<file path="config.mk">
export PLATFORM = sky130hd
export DESIGN_NAME = send_const_mt
export DESIGN_NICKNAME = d
export VERILOG_FILES = /design/src/rtl/gorilla_pc_pkg.sv /design/src/rtl/rr_arbiter.sv /design/src/rtl/send_const_mt.sv
export SDC_FILE = /design/constraint.sdc
export NUM_CORES = 1
export LEC_CHECK = 0
export CAP_MARGIN = 20
export CELL_PAD_IN_SITES_DETAIL_PLACEMENT = 1
export CELL_PAD_IN_SITES_GLOBAL_PLACEMENT = 2
export CORE_ASPECT_RATIO = 1.4
export CORE_MARGIN = 3
export CORE_UTILIZATION = 33
export CTS_CLUSTER_SIZE = 40
export DETAILED_ROUTE_END_ITERATION = 12
export GPL_ROUTABILITY_DRIVEN = 1
export PLACE_DENSITY = 0.9
export SLEW_MARGIN = 30
export SYNTH_ARGS = -nofsm -noshare
export SYNTH_HDL_FRONTEND = slang
export SYNTH_HIERARCHICAL = 1
export SYNTH_SLANG_ARGS = --single-unit
</file>
<file path="constraint.sdc">
create_clock -name clk -period 4.2 [get_ports clk]
set_input_delay 0.84 -clock clk [delete_from_list [all_inputs] [get_ports clk]]
set_output_delay 0.84 -clock clk [all_outputs]
set_load 0.05 [all_outputs]
</file>
<file path="src/rtl/gorilla_pc_pkg.sv">
// Shared definitions for Gorilla++ engines on the performance-counter ring:
// field widths, ring opcodes, counter port IDs and the per-thread state type.
package gorilla_pc_pkg;

    localparam int unsigned PC_MODULE_ID_W = 16;
    localparam int unsigned PC_PORT_ID_W   = 8;
    localparam int unsigned PC_TYPE_W      = 4;

    localparam logic [PC_TYPE_W-1:0]      PC_CLEAR        = 4'd2;
    localparam logic [PC_MODULE_ID_W-1:0] PC_BROADCAST_ID = 16'hFFFF;

    localparam int unsigned PC_IN_STALL  = 0;
    localparam int unsigned PC_OUT_STALL = 1;
    localparam int unsigned PC_ACCEPT    = 2;
    localparam int unsigned PC_EMIT      = 3;
    localparam int unsigned PC_NUM_CNT   = 4;

    typedef enum logic [1:0] {
        ThrIdle,
        ThrBusy,
        ThrEmit
    } thr_state_e;

endpackage

</file>
<file path="src/rtl/rr_arbiter.sv">
// Round-robin arbiter: grants the first requester at or after the pointer; the pointer
// moves to the slot after the granted one only when advance_i is strobed.
module rr_arbiter #(
    parameter int unsigned N = 4,
    localparam int unsigned IdxW = (N > 1) ? $clog2(N) : 1
) (
    input  logic            clk_i,
    input  logic            rst_ni,
    input  logic [N-1:0]    req_i,
    input  logic            advance_i,
    output logic            valid_o,
    output logic [N-1:0]    gnt_o,
    output logic [IdxW-1:0] gnt_idx_o
);

    logic [IdxW-1:0] ptr_q, ptr_d;
    logic [IdxW-1:0] cand;

    always_comb begin
        gnt_o     = '0;
        gnt_idx_o = '0;
        valid_o   = 1'b0;
        cand      = '0;
        for (int unsigned off = 0; off < N; off++) begin
            cand = IdxW'((32'(ptr_q) + off) % N);
            if (!valid_o && req_i[cand]) begin
                valid_o     = 1'b1;
                gnt_o[cand] = 1'b1;
                gnt_idx_o   = cand;
            end
        end
    end

    always_comb begin
        ptr_d = ptr_q;
        if (advance_i && valid_o) begin
            ptr_d = (gnt_idx_o == IdxW'(N - 1)) ? '0 : gnt_idx_o + 1'b1;
        end
    end

    always_ff @(posedge clk_i or negedge rst_ni) begin
        if (!rst_ni) begin
            ptr_q <= '0;
        end else begin
            ptr_q <= ptr_d;
        end
    end

endmodule

</file>
<file path="src/rtl/send_const_mt.sv">
// Multi-threaded constant-response engine: each accepted tag is answered with CONST_VAL
// from one of NUM_THREADS contexts; four saturating counters are served on the pc ring.
module send_const_mt
    import gorilla_pc_pkg::*;
#(
    parameter int unsigned NUM_THREADS = 4,
    parameter int unsigned DATA_W      = 32,
    parameter int unsigned TAG_W       = 5,
    parameter int unsigned CONST_VAL   = 2,
    parameter int unsigned MODULE_ID   = 5,
    parameter int unsigned PC_W        = 16
) (
    input  logic                      clk,
    input  logic                      reset,
    input  logic                      io_in_valid,
    output logic                      io_in_ready,
    input  logic [DATA_W-1:0]         io_in_bits,
    input  logic [TAG_W-1:0]          io_in_tag,
    output logic                      io_out_valid,
    input  logic                      io_out_ready,
    output logic [DATA_W-1:0]         io_out_bits,
    output logic [TAG_W-1:0]          io_out_tag,
    input  logic                      io_pcIn_valid,
    input  logic                      io_pcIn_bits_request,
    input  logic [PC_MODULE_ID_W-1:0] io_pcIn_bits_moduleId,
    input  logic [PC_PORT_ID_W-1:0]   io_pcIn_bits_portId,
    input  logic [PC_W-1:0]           io_pcIn_bits_pcValue,
    input  logic [PC_TYPE_W-1:0]      io_pcIn_bits_pcType,
    output logic                      io_pcOut_valid,
    output logic                      io_pcOut_bits_request,
    output logic [PC_MODULE_ID_W-1:0] io_pcOut_bits_moduleId,
    output logic [PC_PORT_ID_W-1:0]   io_pcOut_bits_portId,
    output logic [PC_W-1:0]           io_pcOut_bits_pcValue,
    output logic [PC_TYPE_W-1:0]      io_pcOut_bits_pcType
);

    localparam int unsigned IdxW = (NUM_THREADS > 1) ? $clog2(NUM_THREADS) : 1;
    localparam logic [PC_MODULE_ID_W-1:0] ModId = PC_MODULE_ID_W'(MODULE_ID);

    thr_state_e       state_q [NUM_THREADS];
    thr_state_e       state_d [NUM_THREADS];
    logic [TAG_W-1:0] tag_q   [NUM_THREADS];
    logic [TAG_W-1:0] tag_d   [NUM_THREADS];
    logic             lock_q, lock_d;
    logic [IdxW-1:0]  lock_idx_q, lock_idx_d;

    logic [NUM_THREADS-1:0] idle_vec, emit_req, acc_gnt, emit_gnt;
    logic [IdxW-1:0]        emit_idx, unused_acc_idx;
    logic                   acc_valid, emit_valid, acc_fire, out_fire;
    logic                   unused_in_bits;

    assign unused_in_bits = ^io_in_bits;

    // While stalled the emit arbiter only sees the presented thread, so tag stays stable.
    always_comb begin
        idle_vec = '0;
        emit_req = '0;
        for (int i = 0; i < NUM_THREADS; i++) begin
            idle_vec[i] = (state_q[i] == ThrIdle);
            emit_req[i] = lock_q ? (lock_idx_q == IdxW'(i)) : (state_q[i] == ThrEmit);
        end
    end

    rr_arbiter #(.N(NUM_THREADS)) u_acc_arb (
        .clk_i     (clk),
        .rst_ni    (reset),
        .req_i     (idle_vec),
        .advance_i (acc_fire),
        .valid_o   (acc_valid),
        .gnt_o     (acc_gnt),
        .gnt_idx_o (unused_acc_idx)
    );

    rr_arbiter #(.N(NUM_THREADS)) u_emit_arb (
        .clk_i     (clk),
        .rst_ni    (reset),
        .req_i     (emit_req),
        .advance_i (out_fire),
        .valid_o   (emit_valid),
        .gnt_o     (emit_gnt),
        .gnt_idx_o (emit_idx)
    );

    assign io_in_ready  = acc_valid;
    assign acc_fire     = io_in_valid && acc_valid;
    assign io_out_valid = emit_valid;
    assign out_fire     = emit_valid && io_out_ready;
    assign io_out_bits  = emit_valid ? DATA_W'(CONST_VAL) : '0;
    assign io_out_tag   = emit_valid ? tag_q[emit_idx] : '0;
    assign lock_d       = emit_valid && !io_out_ready;
    assign lock_idx_d   = emit_idx;

    always_comb begin
        for (int i = 0; i < NUM_THREADS; i++) begin
            state_d[i] = state_q[i];
            tag_d[i]   = tag_q[i];
            case (state_q[i])
                ThrIdle: begin
                    if (acc_fire && acc_gnt[i]) begin
                        state_d[i] = ThrBusy;
                        tag_d[i]   = io_in_tag;
                    end
                end
                ThrBusy: state_d[i] = ThrEmit;
                ThrEmit: begin
                    if (out_fire && emit_gnt[i]) state_d[i] = ThrIdle;
                end
                default: state_d[i] = ThrIdle;
            endcase
        end
    end

    logic [PC_W-1:0]       cnt_q [PC_NUM_CNT];
    logic [PC_W-1:0]       cnt_d [PC_NUM_CNT];
    logic [PC_NUM_CNT-1:0] cnt_inc;
    logic                  pc_clear, pc_hit;
    logic [PC_W-1:0]       rd_value;

    assign cnt_inc[PC_IN_STALL]  = io_in_valid && !acc_valid;
    assign cnt_inc[PC_OUT_STALL] = emit_valid && !io_out_ready;
    assign cnt_inc[PC_ACCEPT]    = acc_fire;
    assign cnt_inc[PC_EMIT]      = out_fire;

    assign pc_hit   = io_pcIn_valid && io_pcIn_bits_request && (io_pcIn_bits_moduleId == ModId);
    assign pc_clear = io_pcIn_valid && io_pcIn_bits_request &&
                      (io_pcIn_bits_pcType == PC_CLEAR) &&
                      ((io_pcIn_bits_moduleId == ModId) ||
                       (io_pcIn_bits_moduleId == PC_BROADCAST_ID));

    always_comb begin
        for (int i = 0; i < PC_NUM_CNT; i++) begin
            cnt_d[i] = cnt_q[i];
            if (pc_clear) begin
                cnt_d[i] = '0;
            end else if (cnt_inc[i] && (cnt_q[i] != '1)) begin
                cnt_d[i] = cnt_q[i] + 1'b1;
            end
        end
    end

    always_comb begin
        rd_value = '0;
        if (io_pcIn_bits_portId < PC_PORT_ID_W'(PC_NUM_CNT)) begin
            rd_value = cnt_q[io_pcIn_bits_portId[1:0]];
        end
    end

    always_ff @(posedge clk or negedge reset) begin
        if (!reset) begin
            for (int i = 0; i < NUM_THREADS; i++) begin
                state_q[i] <= ThrIdle;
                tag_q[i]   <= '0;
            end
            for (int i = 0; i < PC_NUM_CNT; i++) cnt_q[i] <= '0;
            lock_q                 <= 1'b0;
            lock_idx_q             <= '0;
            io_pcOut_valid         <= 1'b0;
            io_pcOut_bits_request  <= 1'b1;
            io_pcOut_bits_moduleId <= '0;
            io_pcOut_bits_portId   <= '0;
            io_pcOut_bits_pcValue  <= '0;
            io_pcOut_bits_pcType   <= '0;
        end else begin
            for (int i = 0; i < NUM_THREADS; i++) begin
                state_q[i] <= state_d[i];
                tag_q[i]   <= tag_d[i];
            end
            for (int i = 0; i < PC_NUM_CNT; i++) cnt_q[i] <= cnt_d[i];
            lock_q                 <= lock_d;
            lock_idx_q             <= lock_idx_d;
            io_pcOut_valid         <= pc_hit ? 1'b1 : io_pcIn_valid;
            io_pcOut_bits_request  <= pc_hit ? 1'b0 : io_pcIn_bits_request;
            io_pcOut_bits_moduleId <= io_pcIn_bits_moduleId;
            io_pcOut_bits_portId   <= io_pcIn_bits_portId;
            io_pcOut_bits_pcValue  <= pc_hit ? rd_value : io_pcIn_bits_pcValue;
            io_pcOut_bits_pcType   <= io_pcIn_bits_pcType;
        end
    end

endmodule
</file>
# Word level (Yosys, flattened, before mapping)
# Index checks and enable logic that the tools add are counted.
totals:
  mem_count: 0
  word_cells: 245
  ramBits: 0
  in_bits: 87
  romBits: 0
  latchBits: 0
  ff_bits: 145
classes:
  shift: 0
  n_mux: 94
  n_div: 0
  n_reduce_logical: 62
  multipliers: 0
  n_bitwise: 8
  n_lt_le_gt_ge: 19
  n_eq_ne: 28
  add_sub_neg: 12
op_table:
  columns: ["op", "count"]
  rows:
  - ["16-bit two-way mux", 12]
  - ["16-bit by 1-bit adder with 16-bit output (second input constant)", 4]
  - ["16-bit inequality test (second input constant)", 4]
  - ["2-bit two-way mux", 19]
  - ["1-bit logical AND", 36]
  - ["16-bit binary-select mux with 2-bit select", 1]
  - ["4-bit two-way mux", 8]
  - ["1-bit two-way mux", 30]
  - ["2-bit by 3-bit less-than comparator with 1-bit output (second input constant)", 8]
  - ["4-bit OR", 6]
  - ["2-bit case mux with 3 select lines", 4]
  - ["1-bit binary-select mux with 2-bit select", 8]
  - ["1-bit demux with 2-bit select", 8]
  - ["16-bit == test (second input constant)", 1]
  - ["16-bit by 3-bit == test with 1-bit output (second input constant)", 1]
  - ["2-bit == test (second input constant)", 8]
  - ["2-bit by 1-bit >= comparator with 1-bit output (second input constant)", 8]
  - ["2-bit AND reduction", 8]
  - ["5-bit two-way mux", 3]
  - ["5-bit binary-select mux with 2-bit select", 1]
  - ["2-bit by 1-bit == test with 1-bit output (second input constant)", 5]
  - ["2-bit logical NOT", 5]
  - ["2-bit by 1-bit adder with 2-bit output (second input constant)", 4]
  - ["2-bit adder (second input constant)", 4]
  - ["other kinds (9)", 27]

# Logic depth before layout (Yosys ltp)
depth:
  ltp_word: 19
  ltp_mapped: 13
  ltp_nobuf: 12

# By module
# Netlist, hierarchy kept.
by_module_without_submodules:
  columns: ["module", "cells_per_inst", "area_per_inst_um2", "instances"]
  rows:
  - ["send_const_mt", 640, 7131.8, 1]
  - ["rr_arbiter", 53, 515.5, 2]

# Worst setup path before layout
# Ideal clock, no wire load.
synth_path:
  path_kind: "reg-to-output"
  from: "reg with a tool-made name"
  to: "out io_out_tag[0]"
  stages_incl_launch_ff: 11
  arrival_time_ns: 2.889
  required_ns: 3.360
  setup_slack_ns: 0.471
  path_cell_list: "dfrtp_1 -> buf_6 -> inv_1 -> ha_1 -> mux4_2 -> nor2b_4 -> o21ai_2 -> o21ai_4 -> clkbuf_1 -> mux4_2 -> and2_1"
synth_rtl:
  columns: ["element", "line_no", "source"]
  rows:
  - ["to (decl)", "send_const_mt.sv:22", "output logic [TAG_W-1:0] io_out_tag,"]

# Worst setup path in the final report
layout_path:
  from: "reg lock_q"
  to: "out io_out_tag[3]"
layout_between:
  elab_chain_len: 18
layout_lines:
  columns: ["element", "line_no", "source"]
  rows:
  - ["from (decl)", "send_const_mt.sv:44", "logic lock_q, lock_d;"]
  - ["from (signal assigned)", "send_const_mt.sv:169", "lock_q <= lock_d;"]
  - ["1-bit two-way mux *", "send_const_mt.sv:60", "emit_req[i] = lock_q ? (lock_idx_q == IdxW'(i)) : (state_q[i] == ThrEmit);"]
  - ["net emit_req[3]", "send_const_mt.sv:47", "logic [NUM_THREADS-1:0] idle_vec, emit_req, acc_gnt, emit_gnt;"]
  - ["1-bit binary-select mux with 2-bit select", "rr_arbiter.sv:26", "if (!valid_o && req_i[cand]) begin"]
  - ["1-bit two-way mux (not written as such)", "rr_arbiter.sv:26", null]
  - ["1-bit two-way mux", "rr_arbiter.sv:26", null]
  - ["1-bit logical NOT", "rr_arbiter.sv:26", null]
  - ["1-bit logical AND", "rr_arbiter.sv:26", null]
  - ["1-bit two-way mux", "rr_arbiter.sv:26", null]
  - ["(+3 left out)", null, null]
  - ["1-bit logical NOT", "rr_arbiter.sv:26", null]
  - ["1-bit logical AND", "rr_arbiter.sv:26", null]
  - ["2-bit two-way mux *", "rr_arbiter.sv:26", null]
  - ["net emit_idx[0]", "send_const_mt.sv:48", "logic [IdxW-1:0] emit_idx, unused_acc_idx;"]
  - ["2-bit NOT with 3-bit output (not written as such) *", "send_const_mt.sv:89", "assign io_out_tag = emit_valid ? tag_q[emit_idx] : '0;"]
  - ["5-bit binary-select mux with 2-bit select *", "send_const_mt.sv:89", null]
  - ["5-bit two-way mux (not written as such) * (2 in series)", "send_const_mt.sv:89", null]
  - ["5-bit two-way mux *", "send_const_mt.sv:89", null]
# The timed path passes the listed nets; every way through them passes the cells marked *. The select of a mux whose other input is x is not followed.

==> metrics.txt <==
max_cap viols=0; CTS Root Cell=clkbuf_16; H-Tree Depth=4; Peak supply drop=1.341 mV; Post-Place Setup Slack=0.2050 ns; first-pass GRT wire length=36480 um; r2r startpoint=state_q[0]; critical path fanouts, max=8; Final Max Slew Viols=0; First DRT Iteration DRCs=274; total CTS buffers=17; Peak Freq=0.2440 GHz; final setup fails=0; hold-fix buffers at CTS=0; pwr dens=743.0 mW/mm^2; final hold vios=0; fin nets=961; largest net degree at the start of global routing=103; worst min path class=primary input to asynchronous set/reset pin; Routed WL=23360 um; Yosys reg bits=145; hold slack final=0.4791 ns; die height=192.1 um; Tot GR Track Use=17.02%; FF/Latch Area=0.003630 mm^2; Avg WL per Cell=19.74 um; synthesis-to-finish area growth=23.97%; Syn Std Cell Area=0.008163 mm^2; number of synthesized flops with an enable pin=0; Syn. warnings=6; status=finished, final reports clean; Syn Inst Count=746; Clock Latency Late Sink=0.43 ns; async set-reset flop share out of synthesis=100.0%; CTS tree=yes; Seq/Total Area, Yosys=44.47%; most common cell after layout, fill and taps aside=dfrtp_1; # diodes=0; type of the worst setup path=flip-flop to output pin; commonest non-fill, non-tap cells in the layout=144 x dfrtp_1, 100 x clkdlybuf4s50_1, 64 x a21oi_1; vias per cell=5.480; Ports=172; number of nets still failing antenna checks after routing=0; Worst Setup SP=lock_q; Worst Setup End Kind=output pin; Primary FF master, synth=dfrtp_1; Worst EP arrival=3.26 ns; Initial Utilization=33.81%; DRC viols=0; vias=6483; DP HPWL=16810 um; Worst Max-Slew Pin Slew=0.8524 ns; Clock Sinks=145; worst path required time=3.36 ns; CORE AREA=0.02414 mm^2; Layout fillers=2688; Distinct cells, synth=63; Final Cycle Share=97.57%; gpl congestion=0.8517; initial antenna violation count=0; worst setup margin=0.1021 ns; leakage power=4.105 nW; DRT Pass-1 Iters=5; Avg Inst Size Synth=10.94 um^2; Multi-input gate area=0.004188 mm^2; Die X-Extent=138.9 um; # rows=67; count of input and output buffers=108; Die ar.=0.02669 mm^2; Worst Setup Start Kind=flip-flop; Worst-path clk slew=0.06 ns; grt ovf=0; min Tclk post-route=4.098 ns; number of global-route vias before repair=6737; worst clock skew=0.008069 ns; Max-slew headroom=42.74%; share of cells above drive strength 1=18.90%; clock buffer depth=2
flip-flops by register name, summed over array words and instances, names as in the netlist, 2 cells and up, named ones only:
name                    count
cnt_q                      64
tag_q                      20
io_pcOut_bits_moduleId     16
io_pcOut_bits_pcValue      16
io_pcOut_bits_portId        8
state_q                     8
io_pcOut_bits_pcType        4
lock_idx_q                  2
layout make-up:
| cell class | count | area share, % |
|---|---|---|
| clock buffers | 20 | 4.513 |
| clock inverters | 12 | 1.311 |
| inverters | 18 | 0.6677 |
| multi-input cells | 548 | 41.38 |
| flip-flops and latches | 145 | 35.87 |
| well taps | 310 | 3.833 |
| repair buffers | 130 | 12.43 |
synth_stat cells (3+ instances only):
cell | count | area, um^2
a21oi_1 | 64 | 320.3
a221o_1 | 8 | 80.08
a22oi_1 | 10 | 75.07
a31oi_1 | 3 | 18.77
and2_1 | 7 | 43.79
and3_1 | 23 | 143.9
and4_1 | 8 | 70.07
buf_2 | 15 | 75.07
buf_4 | 34 | 255.2
buf_6 | 4 | 45.04
clkbuf_1 | 10 | 37.54
dfrtp_1 | 144 | 3603
ha_1 | 14 | 175.2
inv_1 | 16 | 60.06
mux2_2 | 44 | 495.5
mux2i_1 | 10 | 100.1
mux4_2 | 26 | 585.6
nand2_1 | 26 | 97.59
nand2b_1 | 9 | 56.30
nand3_1 | 26 | 130.1
nand3b_1 | 7 | 52.55
nand4_1 | 29 | 181.4
nor2_1 | 24 | 90.09
nor2b_1 | 3 | 18.77
nor3_1 | 11 | 55.05
nor4_1 | 12 | 75.07
o21ai_0 | 35 | 175.2
o21ba_2 | 3 | 30.03
o31ai_1 | 23 | 172.7
or3_1 | 25 | 156.4
or4_1 | 24 | 180.2
or4b_2 | 3 | 30.03
xnor2_1 | 4 | 35.03
path summary, 6_finish.rpt:
path,endpoint,slack [ns],depth (start not counted)
setup / recovery,io_out_tag[3],0.10,10
hold / removal,io_pcOut_bits_pcValue[8],0.48,1
setup reg to reg,cnt_q[41],0.37,13
hold reg to reg,state_q[5],0.50,1
max in group asynchronous,io_pcOut_bits_request,2.77,2
min in group clk,state_q[5],0.50,1
layer usage:
| metal | wire length (um) | vias up | global-route usage (%) |
|---|---|---|---|
| met5 | 0 | - | 0 |
| met4 | 497 | 0 | 5.535 |
| met3 | 537 | 31 | 2.466 |
| met2 | 13180 | 108 | 32.42 |
| met1 | 9143 | 3313 | 19.50 |
| li1 | - | 3031 | - |
what timing repair did:
item                       in CTS  in global routing
pin swaps                       0                  1
setup buffers                   0                  3
gates resized for setup         3                  2
setup endpoints to repair       5                  7
kinds of logic after synthesis:
| kind of cell | synth area share [%] |
|---|---|
| and+or+nand+nor | 19.08 |
| AOI/OAI and AO/OA | 12.94 |
| DFF | 44.47 |
| buffers and inverters | 6.100 |
| muxes | 14.79 |
| adders and majority gates | 2.146 |
| xor gates and xnor gates | 0.4291 |
| other | 0.04594 |
per-stage QoR:
step / area, um^2 / cells / TNS, ns / utilization, % / total power [mW]
floorplan: 8275 / 776 / 0 / - / 4.870
global placement: 9472 / 1148 / 0 / 39.23 / 5.753
detailed placement: 9480 / 1148 / 0 / 39.27 / 5.864
CTS: 10070 / 1180 / 0 / 41.71 / 7.446
global route: 10120 / 1183 / -0.03091 / 41.92 / 7.987
finish: 10120 / 1183 / 0 / 41.92 / 7.519
power by group:
group          switching, mW  internal, mW
logic                   2.36          1.67
clock network          0.619         0.908
registers              0.266          1.69
total                   3.25          4.27
worst max-delay path: stages (launching register included):
cell and delay (ns):
dfrtp_1 0.49, nand3_1 0.13, o21ai_1 0.18, mux4_2 0.60, nor2b_4 0.22, o21ai_2 0.09
o21ai_4 0.09, buf_12 0.15, mux4_2 0.52, and2_1 0.18, buf_4 0.19
No activity file was read; power rests on OpenSTA's default activity.
